$ cat src/rtl/multicycle_ctrl.sv
// Purpose : main control FSM of the multi-cycle MIPS core; sequences fetch/decode/execute/mem/write-back.
// Latency : lw 5, sw 4, R-type 4, I-type 4, jr/beq/bne/j/jal 3 cycles with mem_ready held high.
// Backpr. : stalls in FETCH/MEMRD/MEMWR while mem_ready is low; outputs hold steady during the stall.
// Ports   : clk/rst_n; opcode/funct (IR fields), zero (ALU flag), mem_ready (memory handshake);
//           datapath strobes pc_write/ir_write/reg_write/mem_read/mem_write, muxes iord/reg_dst/
//           mem_to_reg/alu_src_a/alu_src_b/ext_sel/pc_source, alu_op; debug state, illegal, instret.
module multicycle_ctrl (
  input  logic        clk,
  input  logic        rst_n,
  input  logic [5:0]  opcode,
  input  logic [5:0]  funct,
  input  logic        zero,
  input  logic        mem_ready,
  output logic        pc_write,
  output logic        ir_write,
  output logic        reg_write,
  output logic        mem_read,
  output logic        mem_write,
  output logic        iord,
  output logic [1:0]  reg_dst,
  output logic [1:0]  mem_to_reg,
  output logic        alu_src_a,
  output logic [1:0]  alu_src_b,
  output logic        ext_sel,
  output logic [3:0]  alu_op,
  output logic [1:0]  pc_source,
  output logic [3:0]  state,
  output logic        illegal,
  output logic [31:0] instret
);

  typedef enum logic [3:0] {
    FETCH   = 4'd0,
    DECODE  = 4'd1,
    MEMADDR = 4'd2,
    MEMRD   = 4'd3,
    MEMWB   = 4'd4,
    MEMWR   = 4'd5,
    EXE_R   = 4'd6,
    RWB     = 4'd7,
    BRANCH  = 4'd8,
    JUMP    = 4'd9,
    EXE_I   = 4'd10,
    IWB     = 4'd11,
    TRAP    = 4'd15
  } state_t;

  localparam logic [5:0] OP_RTYPE = 6'b000000;
  localparam logic [5:0] OP_J     = 6'b000010;
  localparam logic [5:0] OP_JAL   = 6'b000011;
  localparam logic [5:0] OP_BEQ   = 6'b000100;
  localparam logic [5:0] OP_BNE   = 6'b000101;
  localparam logic [5:0] OP_ADDI  = 6'b001000;
  localparam logic [5:0] OP_SLTI  = 6'b001010;
  localparam logic [5:0] OP_ANDI  = 6'b001100;
  localparam logic [5:0] OP_ORI   = 6'b001101;
  localparam logic [5:0] OP_XORI  = 6'b001110;
  localparam logic [5:0] OP_LUI   = 6'b001111;
  localparam logic [5:0] OP_LW    = 6'b100011;
  localparam logic [5:0] OP_SW    = 6'b101011;
  localparam logic [5:0] FN_JR    = 6'b001000;

  state_t      state_q, state_d;
  logic [31:0] instret_q;
  logic        retire;
  logic        pc_write_c, ir_write_c, reg_write_c, mem_read_c, mem_write_c;

  always_ff @(posedge clk or negedge rst_n) begin
    if (!rst_n) begin
      state_q   <= FETCH;
      instret_q <= 32'd0;
    end else begin
      state_q <= state_d;
      if (retire)
        instret_q <= instret_q + 32'd1;
    end
  end

  always_comb begin
    state_d     = state_q;
    pc_write_c  = 1'b0;
    ir_write_c  = 1'b0;
    reg_write_c = 1'b0;
    mem_read_c  = 1'b0;
    mem_write_c = 1'b0;
    iord        = 1'b0;
    reg_dst     = 2'b00;
    mem_to_reg  = 2'b00;
    alu_src_a   = 1'b0;
    alu_src_b   = 2'b00;
    ext_sel     = 1'b0;
    alu_op      = 4'b0000;
    pc_source   = 2'b00;
    case (state_q)
      FETCH: begin
        mem_read_c = 1'b1;
        alu_src_b  = 2'b01;
        // IR and PC+4 are captured only in the cycle the read completes.
        ir_write_c = mem_ready;
        pc_write_c = mem_ready;
        if (mem_ready) state_d = DECODE;
      end
      DECODE: begin
        // Speculatively compute the branch target into ALUOut.
        alu_src_b = 2'b11;
        case (opcode)
          OP_LW, OP_SW:   state_d = MEMADDR;
          OP_RTYPE:       state_d = EXE_R;
          OP_BEQ, OP_BNE: state_d = BRANCH;
          OP_J, OP_JAL:   state_d = JUMP;
          OP_ADDI, OP_SLTI, OP_ANDI, OP_ORI, OP_XORI, OP_LUI: state_d = EXE_I;
          default:        state_d = TRAP;
        endcase
      end
      MEMADDR: begin
        alu_src_a = 1'b1;
        alu_src_b = 2'b10;
        state_d   = (opcode == OP_SW) ? MEMWR : MEMRD;
      end
      MEMRD: begin
        mem_read_c = 1'b1;
        iord       = 1'b1;
        if (mem_ready) state_d = MEMWB;
      end
      MEMWB: begin
        reg_write_c = 1'b1;
        mem_to_reg  = 2'b01;
        state_d     = FETCH;
      end
      MEMWR: begin
        mem_write_c = 1'b1;
        iord        = 1'b1;
        if (mem_ready) state_d = FETCH;
      end
      EXE_R: begin
        alu_src_a = 1'b1;
        alu_op    = 4'b1111;
        if (funct == FN_JR) begin
          pc_write_c = 1'b1;
          pc_source  = 2'b11;
          state_d    = FETCH;
        end else begin
          state_d = RWB;
        end
      end
      RWB: begin
        reg_write_c = 1'b1;
        reg_dst     = 2'b01;
        state_d     = FETCH;
      end
      BRANCH: begin
        alu_src_a  = 1'b1;
        pc_source  = 2'b01;
        alu_op     = (opcode == OP_BNE) ? 4'b0110 : 4'b0001;
        pc_write_c = (opcode == OP_BNE) ? ~zero : zero;
        state_d    = FETCH;
      end
      JUMP: begin
        pc_write_c = 1'b1;
        pc_source  = 2'b10;
        if (opcode == OP_JAL) begin
          reg_write_c = 1'b1;
          reg_dst     = 2'b10;
          mem_to_reg  = 2'b10;
        end
        state_d = FETCH;
      end
      EXE_I: begin
        alu_src_a = 1'b1;
        alu_src_b = 2'b10;
        case (opcode)
          OP_SLTI: alu_op = 4'b0011;
          OP_ANDI: alu_op = 4'b1010;
          OP_ORI:  alu_op = 4'b0010;
          OP_XORI: alu_op = 4'b1100;
          OP_LUI:  alu_op = 4'b1011;
          default: alu_op = 4'b0000;
        endcase
        // Logical immediates are zero-extended; arithmetic and lui use sign extension.
        ext_sel = (opcode == OP_ANDI) || (opcode == OP_ORI) || (opcode == OP_XORI);
        state_d = IWB;
      end
      IWB: begin
        reg_write_c = 1'b1;
        state_d     = FETCH;
      end
      TRAP:    state_d = TRAP;
      default: state_d = TRAP;
    endcase
  end

  // Every non-FETCH state that hands back to FETCH finishes an instruction;
  // FETCH->FETCH is a stall and TRAP never leaves.
  assign retire = (state_d == FETCH) && (state_q != FETCH);

  // Strobes are gated so nothing reaches the datapath while reset is held,
  // even though the async reset already parks the FSM in FETCH.
  assign pc_write  = pc_write_c  & rst_n;
  assign ir_write  = ir_write_c  & rst_n;
  assign reg_write = reg_write_c & rst_n;
  assign mem_read  = mem_read_c  & rst_n;
  assign mem_write = mem_write_c & rst_n;

  assign state   = state_q;
  assign illegal = (state_q == TRAP);
  assign instret = instret_q;

endmodule

$ cat config.mk
export PLATFORM = sky130hd
export DESIGN_NAME = multicycle_ctrl
export DESIGN_NICKNAME = d
export VERILOG_FILES = /design/src/rtl/multicycle_ctrl.sv
export SDC_FILE = /design/constraint.sdc
export NUM_CORES = 1
export LEC_CHECK = 0
export CELL_PAD_IN_SITES_DETAIL_PLACEMENT = 1
export CELL_PAD_IN_SITES_GLOBAL_PLACEMENT = 1
export CORE_ASPECT_RATIO = 1.1
export CORE_MARGIN = 2
export CORE_UTILIZATION = 32
export CTS_BUF_LIST = sky130_fd_sc_hd__clkbuf_8
export DETAILED_ROUTE_END_ITERATION = 7
export GPL_ROUTABILITY_DRIVEN = 0
export HOLD_SLACK_MARGIN = 0.06
export PLACE_DENSITY = 0.83
export SYNTH_ARGS = -nofsm -noshare
export SYNTH_HDL_FRONTEND = slang
export SYNTH_SLANG_ARGS = --single-unit
$ cat constraint.sdc
create_clock -name clk -period 2.5 [get_ports clk]
set_clock_uncertainty 0.1 [all_clocks]
set_input_delay 0.375 -clock clk [delete_from_list [all_inputs] [get_ports clk]]
set_output_delay 0.375 -clock clk [all_outputs]
set_load 0.01 [all_outputs]
==> insert_results.sql, run 1 <==
INSERT INTO impl_metrics (metric_group, metric, value, unit) VALUES
('routing', 'wl', '10400', 'um'),
('final_layout', 'area_occupied_by_multi_input_gates', '1770', 'um2'),
('sta', 'final_hold_viol_count', '0', ''),
('cts', 'tritoncts', 'built', ''),
('sta', 'relSlewSlack', '0.695', ''),
('setup_path', 'worst_path_max_delay_cell', 'sky130_fd_sc_hd__or4b_4', ''),
('grt', 'globalRouteTotalUtil', '0.261', ''),
('pwr', 'power.static_leakage', '2.22', 'nW'),
('die', 'floorplan.die_area', '8070', 'um2'),
('cts', 'cts.sink_count', '36', ''),
('sta', 'rsz0062_at_grt', 'true', ''),
('logic_synthesis', 'synth.cell_area', '2360', 'um2'),
('pwr', 'p_per_area', '976', 'nW/um2'),
('sta', 'slew_violations', '0', ''),
('hold_path', 'hold_path_class', 'input port to asynchronous set/reset pin', ''),
('die', 'placeableCoreArea', '7090', 'um2'),
('sta', 'fin_crit_sh', '1.14', ''),
('pwr', 'power', '4.23', 'mW'),
('routing', 'routed-via-count', '2777', ''),
('logic_synthesis', 'postSynth.topFlopCell', 'sky130_fd_sc_hd__dfrtp_1', ''),
('logic_synthesis', 'syn_area_per_cell', '8.67', 'um2'),
('sta', 'period_minus_ws_final', '2.84', 'ns'),
('final_layout', 'area_growth', '83.8', '%'),
('die', 'placement_rows', '32', ''),
('sta', 'timing.fmax', '0.352', 'GHz'),
('logic_synthesis', 'postSynthRegisterBits', '36', ''),
('setup_path', 'worst-endpoint-arrival', '2.95', 'ns'),
('cts', 'clk_pin_slew', '0.08', 'ns'),
('grt', 'globalRoute.totalOverflow', '0', ''),
('cts', 'insertion_delay', '0.30', 'ns'),
('final_layout', 'num_antenna_cells', '0', ''),
('grt', 'global_route_wire_length_before_repair', '16200', 'um'),
('routing', 'route.detailed.wl_per_inst', '20.8', 'um'),
('cts', 'clk_tree_root_cell', 'sky130_fd_sc_hd__clkbuf_8', ''),
('status', 'failed_checks', 'design-rule violations, negative setup slack', ''),
('setup_path', 'cp_max_fo', '7', ''),
('setup_path', 'worst_path_largest_cell_delay', '0.69', 'ns'),
('logic_synthesis', 'post_synth_num_cell_types', '46', ''),
('sta', 'worst_slack', '-0.341', 'ns'),
('die', 'ios', '73', ''),
('final_layout', 'drive_above_1_share', '0.352', ''),
('logic_synthesis', 'post_synthesis_async_set_or_reset_flop_share', '1.00', ''),
('setup_path', 'path_class', 'input port to flip-flop', ''),
('placement', 'port_buffers', '72', ''),
('setup_path', 'cp_top_family', 'simple AND/OR/NAND/NOR gates', ''),
('sta', 'hold_slack', '0.0752', 'ns'),
('placement', 'dp_hpwl', '6170', 'um'),
('grt', 'largest_net_degree_at_the_start_of_global_routing', '37', ''),
('cts', 'h_tree_lvl_count', '2', ''),
('final_layout', 'layout.filler_cells', '784', ''),
('logic_synthesis', 'synth.net_count', '289', ''),
('logic_synthesis', 'synth.area.top_cells', 'sky130_fd_sc_hd__dfrtp_1 38%, sky130_fd_sc_hd__xor2_1 11%, sky130_fd_sc_hd__nor3_1 4.7%, sky130_fd_sc_hd__nand3_1 3.8%, sky130_fd_sc_hd__nor2_1 3.5%', ''),
('sta', 'timing.final.setup_violations', '32', ''),
('final_layout', 'most_frequent_standard_cell_in_the_layout_excluding_fill_and_tap_cells', 'sky130_fd_sc_hd__buf_4', ''),
('die', 'die-width', '85.9', 'um'),
('cts', 'cts_buffers', '5', ''),
('routing', 'drt-initial-drc-count', '102', ''),
('grt', 'grt_antenna_before_repair', '0', ''),
('pwr', 'ir_worst_vdd', '0.526', 'mV'),
('setup_path', 'cp.required', '2.61', 'ns'),
('status', 'status', 'finished with violations', ''),
('grt', 'number_of_global_route_vias_before_repair', '2995', ''),
('logic_synthesis', 'count_of_flip_flops_with_a_built_in_enable_after_synthesis', '0', ''),
('setup_path', 'end_kind', 'flip-flop', ''),
('final_layout', 'final_core_utilization', '0.612', ''),
('run', 'max-cap-violations', '0', ''),
('die', 'die-height', '94.0', 'um'),
('sta', 'tightestPinTransition', '0.458', 'ns'),
('routing', 'drc_errors', '3', ''),
('cts', 'cts_buffer_depth', '2', ''),
('logic_synthesis', 'ys.warnings.count', '0', '');
## cells by family after synthesis
| family | count (synthesis) | share of synthesized area |
|---|---|---|
| adders and majority gates | 1 | 0.00530 |
| and+or+nand+nor | 139 | 0.331 |
| AOI/OAI and AO/OA | 34 | 0.0955 |
| xor gates and xnor gates | 35 | 0.130 |
| DFF | 36 | 0.382 |
| muxes | 2 | 0.00902 |
| buffers and inverters | 25 | 0.0477 |
## area by class of cell
cell class | instances | area share
clock inverter | 2 | 0.00260
clock buffer | 6 | 0.0191
timing repair buffer | 148 | 0.330
multi-input combinational | 211 | 0.408
tap | 85 | 0.0245
inverter | 9 | 0.00779
sequential | 36 | 0.208
## report_power, final
part	leakage (nW)	internal [mW]	switching, mW
Clock	0.0486	0.220	0.218
Sequential	0.461	0.657	0.141
Combinational	1.71	1.53	1.46
## worst paths after layout
kind	startpoint	depth (start not counted)	slack, ns	end
max in group asynchronous	rst_n	2	1.89	state[0]$_DFF_PN0_
hold / removal	rst_n	2	0.08	state[3]$_DFF_PN0_
hold reg to reg	instret[31]$_DFFE_PN0P_	1	0.39	instret[31]$_DFFE_PN0P_
setup reg to reg	state[3]$_DFF_PN0_	7	-0.31	instret[13]$_DFFE_PN0P_
min in group clk	instret[31]$_DFFE_PN0P_	1	0.39	instret[31]$_DFFE_PN0P_
setup / recovery	funct[2]	8	-0.34	instret[13]$_DFFE_PN0P_
## sequential cells by signal, summed over array words and instances, names as in the netlist
register	count
instret	32
state	4
## per-stage QoR
| step | cells | instance area, um2 | setup TNS (ns) | setup WS, ns |
|---|---|---|---|---|
| 6_report | 497 | 4330 | -7.93 | -0.341 |
| 5_1_grt | 497 | 4330 | -10.09 | -0.405 |
| 4_1_cts | 492 | 4260 | -5.90 | -0.261 |
| 3_5_place_dp | 470 | 3680 | -28.21 | -0.916 |
| 3_3_place_gp | 470 | 3680 | -25.70 | -0.800 |
| 2_1_floorplan | 272 | 2490 | -6.34 | -0.271 |
## cell usage after synthesis, types with 2 or more instances
cell                       count
sky130_fd_sc_hd__or2_2         2
sky130_fd_sc_hd__nor2b_1       5
sky130_fd_sc_hd__nand4_1       8
sky130_fd_sc_hd__and2_1        2
sky130_fd_sc_hd__and4_1        3
sky130_fd_sc_hd__buf_2         3
sky130_fd_sc_hd__inv_1         9
sky130_fd_sc_hd__buf_1         2
sky130_fd_sc_hd__nor4_2        5
sky130_fd_sc_hd__a221o_1       2
sky130_fd_sc_hd__dfrtp_1      36
sky130_fd_sc_hd__nand3_1      18
sky130_fd_sc_hd__nor2_1       22
sky130_fd_sc_hd__o211ai_1      2
sky130_fd_sc_hd__a21oi_1       6
sky130_fd_sc_hd__nor3_1       22
sky130_fd_sc_hd__o21ai_0      10
sky130_fd_sc_hd__o31ai_1       3
sky130_fd_sc_hd__nor4_1       10
sky130_fd_sc_hd__nand2_1      18
sky130_fd_sc_hd__or3_1         2
sky130_fd_sc_hd__and3_1        8
sky130_fd_sc_hd__nand2b_1      8
sky130_fd_sc_hd__a31oi_1       2
sky130_fd_sc_hd__xnor2_1       6
sky130_fd_sc_hd__clkbuf_1      9
sky130_fd_sc_hd__buf_6         2
sky130_fd_sc_hd__xor2_1       29
## per-layer routing
| layer | GRT usage | share of wire | vias to the layer above |
|---|---|---|---|
| met5 | 0 | 0 | - |
| met4 | 0.108 | 0.030 | 0 |
| met3 | 0.0299 | 0.039 | 27 |
| met2 | 0.495 | 0.55 | 101 |
| met1 | 0.290 | 0.38 | 1393 |
| li1 | - | - | 1256 |
## repair_timing
item / in CTS / in global routing
endpoints found under the setup margin: 46 / 41
pin swaps: 28 / 26
cloned: 4 / 0
setup buffers: 11 / 8
resized for setup: 93 / 25
hold buffers: 0 / 0
Note: power is estimated with default switching activity, not from simulation.
==> inputs of run 2 (changes only) <==
CORE_UTILIZATION = 35   (was 32)
PLACE_DENSITY = 0.86   (was 0.83)
clock period = 2.7 ns   (was 2.5 ns; I/O delays follow)
==> insert_results.sql, run 2 (synthesis results as in run 1) <==
INSERT INTO impl_metrics (metric_group, metric, value, unit) VALUES
('status', 'status', 'finished with violations', ''),
('status', 'failed_checks', 'negative setup slack', ''),
('routing', 'detail-route-antenna-nets', '0', ''),
('cts', 'cts_buffer_depth', '2', ''),
('cts', 'tritoncts', 'built', ''),
('sta', 'rsz0062_at_grt', 'true', ''),
('pwr', 'power_switching_share', '0.439', ''),
('sta', 'timing.final.setup_violations', '8', ''),
('die', 'start_util', '0.360', ''),
('sta', 'final_hold_viol_count', '0', ''),
('final_layout', 'nNetsFinal', '411', ''),
('placement', 'dp_hpwl', '6150', 'um'),
('setup_path', 'worst_path_max_delay_cell', 'sky130_fd_sc_hd__or4b_4', ''),
('routing', 'average_vias_per_placed_instance', '5.70', ''),
('final_layout', 'final_core_utilization', '0.636', ''),
('pwr', 'power.clock.fraction', '0.145', ''),
('routing', 'route.detailed.wl_per_inst', '21.9', 'um'),
('grt', 'globalRoute.totalOverflow', '0', ''),
('setup_path', 'cp_cell_sequence', 'buf_6, or4b_4, o31a_1, a221o_1, or4b_4, buf_4, buf_16, nor4_4, xnor2_1', ''),
('final_layout', 'most_frequent_standard_cell_in_the_layout_excluding_fill_and_tap_cells', 'sky130_fd_sc_hd__clkdlybuf4s50_1', ''),
('pwr', 'intPower', '2.11', 'mW'),
('routing', 'drt-initial-drc-count', '88', ''),
('cts', 'h_tree_lvl_count', '2', ''),
('die', 'placement_rows', '31', ''),
('routing', 'routed-via-count', '2717', ''),
('routing', 'first_pass_iters', '5', ''),
('sta', 'relSlewSlack', '0.479', ''),
('setup_path', 'end_kind', 'flip-flop', ''),
('sta', 'slew_violations', '0', ''),
('setup_path', 'worst-endpoint-arrival', '2.91', 'ns'),
('run', 'max-cap-violations', '0', ''),
('grt', 'globalRouteTotalUtil', '0.285', ''),
('setup_path', 'critical_path_source_type', 'input port', ''),
('sta', 'period_minus_ws_final', '2.78', 'ns'),
('pwr', 'combinationalPowerShare', '0.658', ''),
('cts', 'cts.sink_count', '36', ''),
('pwr', 'ir_worst_vdd', '0.521', 'mV'),
('final_layout', 'layout_common_cells', '50 x sky130_fd_sc_hd__clkdlybuf4s50_1, 49 x sky130_fd_sc_hd__buf_4, 35 x sky130_fd_sc_hd__dfrtp_1', ''),
('pwr', 'power', '3.76', 'mW'),
('grt', 'grt_antenna_before_repair', '0', ''),
('sta', 'fin_crit_sh', '1.03', ''),
('pwr', 'seq_power_share', '0.197', ''),
('sta', 'worst_slack', '-0.0794', 'ns'),
('cts', 'insertion_delay', '0.31', 'ns'),
('routing', 'wl', '10400', 'um'),
('final_layout', 'area_growth', '76.7', '%'),
('placement', 'port_buffers', '72', ''),
('sta', 'timing.fmax', '0.360', 'GHz'),
('setup_path', 'timing.critical_path.mode_cell', 'sky130_fd_sc_hd__or4b_4', ''),
('sta', 'tightestPinTransition', '0.780', 'ns'),
('pwr', 'p_per_area', '902', 'nW/um2'),
('final_layout', 'largest_reg_flops', '32', ''),
('die', 'placeableCoreArea', '6560', 'um2'),
('pwr', 'power.static_leakage', '2.11', 'nW'),
('sta', 'setup_tns_final', '-0.281', 'ns'),
('die', 'die-width', '82.3', 'um'),
('placement', 'dp_cells', '458', ''),
('cts', 'cts_buffers', '5', ''),
('die', 'die-height', '90.1', 'um'),
('setup_path', 'path_class', 'input port to flip-flop', ''),
('die', 'floorplan.die_area', '7410', 'um2'),
('setup_path', 'worst_path_largest_cell_delay', '0.57', 'ns'),
('die', 'ios', '73', ''),
('setup_path', 'cp_max_fo', '6', ''),
('cts', 'clk_pin_slew', '0.08', 'ns'),
('grt', 'global_route_wire_length_before_repair', '15900', 'um'),
('sta', 'hold_slack', '0.109', 'ns'),
('cts', 'cts_hold_repair.buffers', '0', ''),
('final_layout', 'num_antenna_cells', '0', ''),
('pwr', 'p_switching', '1.65', 'mW'),
('cts', 'clk_tree_root_cell', 'sky130_fd_sc_hd__clkbuf_8', ''),
('grt', 'largest_net_degree_at_the_start_of_global_routing', '37', ''),
('setup_path', 'cp.required', '2.83', 'ns'),
('grt', 'number_of_global_route_vias_before_repair', '2886', ''),
('final_layout', 'drive_above_1_share', '0.306', ''),
('routing', 'drc_errors', '0', ''),
('final_layout', 'final_cell_count_no_fill', '477', ''),
('hold_path', 'hold_path_class', 'input port to asynchronous set/reset pin', '');
-- run 2: cell types whose count changed in the layout (fill, tap and decap cells not counted), moves of 3 or more --
cell	before	now
sky130_fd_sc_hd__buf_4	58	49
sky130_fd_sc_hd__buf_6	12	5
sky130_fd_sc_hd__clkdlybuf4s50_1	46	50
sky130_fd_sc_hd__nor2_1	14	18
sky130_fd_sc_hd__buf_12	6	3
-- run 2: worst paths after layout --
kind                       slack, ns                       to  cells past startpoint               startpoint
setup / recovery               -0.08  instret[18]$_DFFE_PN0P_                      9                 funct[2]
hold / removal                  0.11  instret[18]$_DFFE_PN0P_                      2                    rst_n
setup reg to reg               -0.06  instret[18]$_DFFE_PN0P_                      8       state[0]$_DFF_PN0_
hold reg to reg                 0.39  instret[31]$_DFFE_PN0P_                      1  instret[31]$_DFFE_PN0P_
max in group asynchronous       2.03       state[1]$_DFF_PN0_                      2                    rst_n
min in group clk                0.39  instret[31]$_DFFE_PN0P_                      1  instret[31]$_DFFE_PN0P_
-- run 2: repair_timing --
action	4_1_cts	5_1_grt
gates cloned	4	0
resized for setup	73	22
setup buffers	0	8
endpoints found under the setup margin	42	39
pin swaps	46	10
-- run 2: per-layer routing --
layer  track usage  part of all wire
met1         0.324              0.37
met2         0.516              0.55
met3        0.0432             0.044
met4         0.107             0.038
met5             0                 0
-- run 2: layout make-up --
| class | instances | area, um2 |
|---|---|---|
| inverters | 9 | 33.8 |
| well taps | 82 | 103 |
| multi-input cells | 211 | 1750 |
| fillers | 717 | 2390 |
| flip-flops and latches | 36 | 902 |
| repair buffers | 131 | 1250 |
| clock inverters | 1 | 30.0 |
| clock buffers | 7 | 96.3 |
-- run 2: worst max-delay path, delay by kind of cell --
kind / cells / cell delay [ns]
AND/OR/NAND/NOR: 3 / 1.38
AO/OA/AOI/OAI: 2 / 0.57
buffers and inverters: 3 / 0.42
XOR/XNOR: 1 / 0.15
-- run 2: through the flow --
stage	worst slack [ns]	instance area, um2
global route	-0.154	4170
floorplan	-0.101	2500
finish	-0.0794	4170
CTS	-0.122	4050
global placement	-0.624	3590
detailed placement	-0.680	3590
-- run 2: power by group through the flow --
stage	sequential, mW	clock (mW)	combinational [mW]
finish	0.742	0.545	2.47
detailed placement	0.732	0	1.58
floorplan	0.712	0	0.879
global route	0.753	0.565	2.59
global placement	0.725	0	1.52
CTS	0.723	0.541	2.22
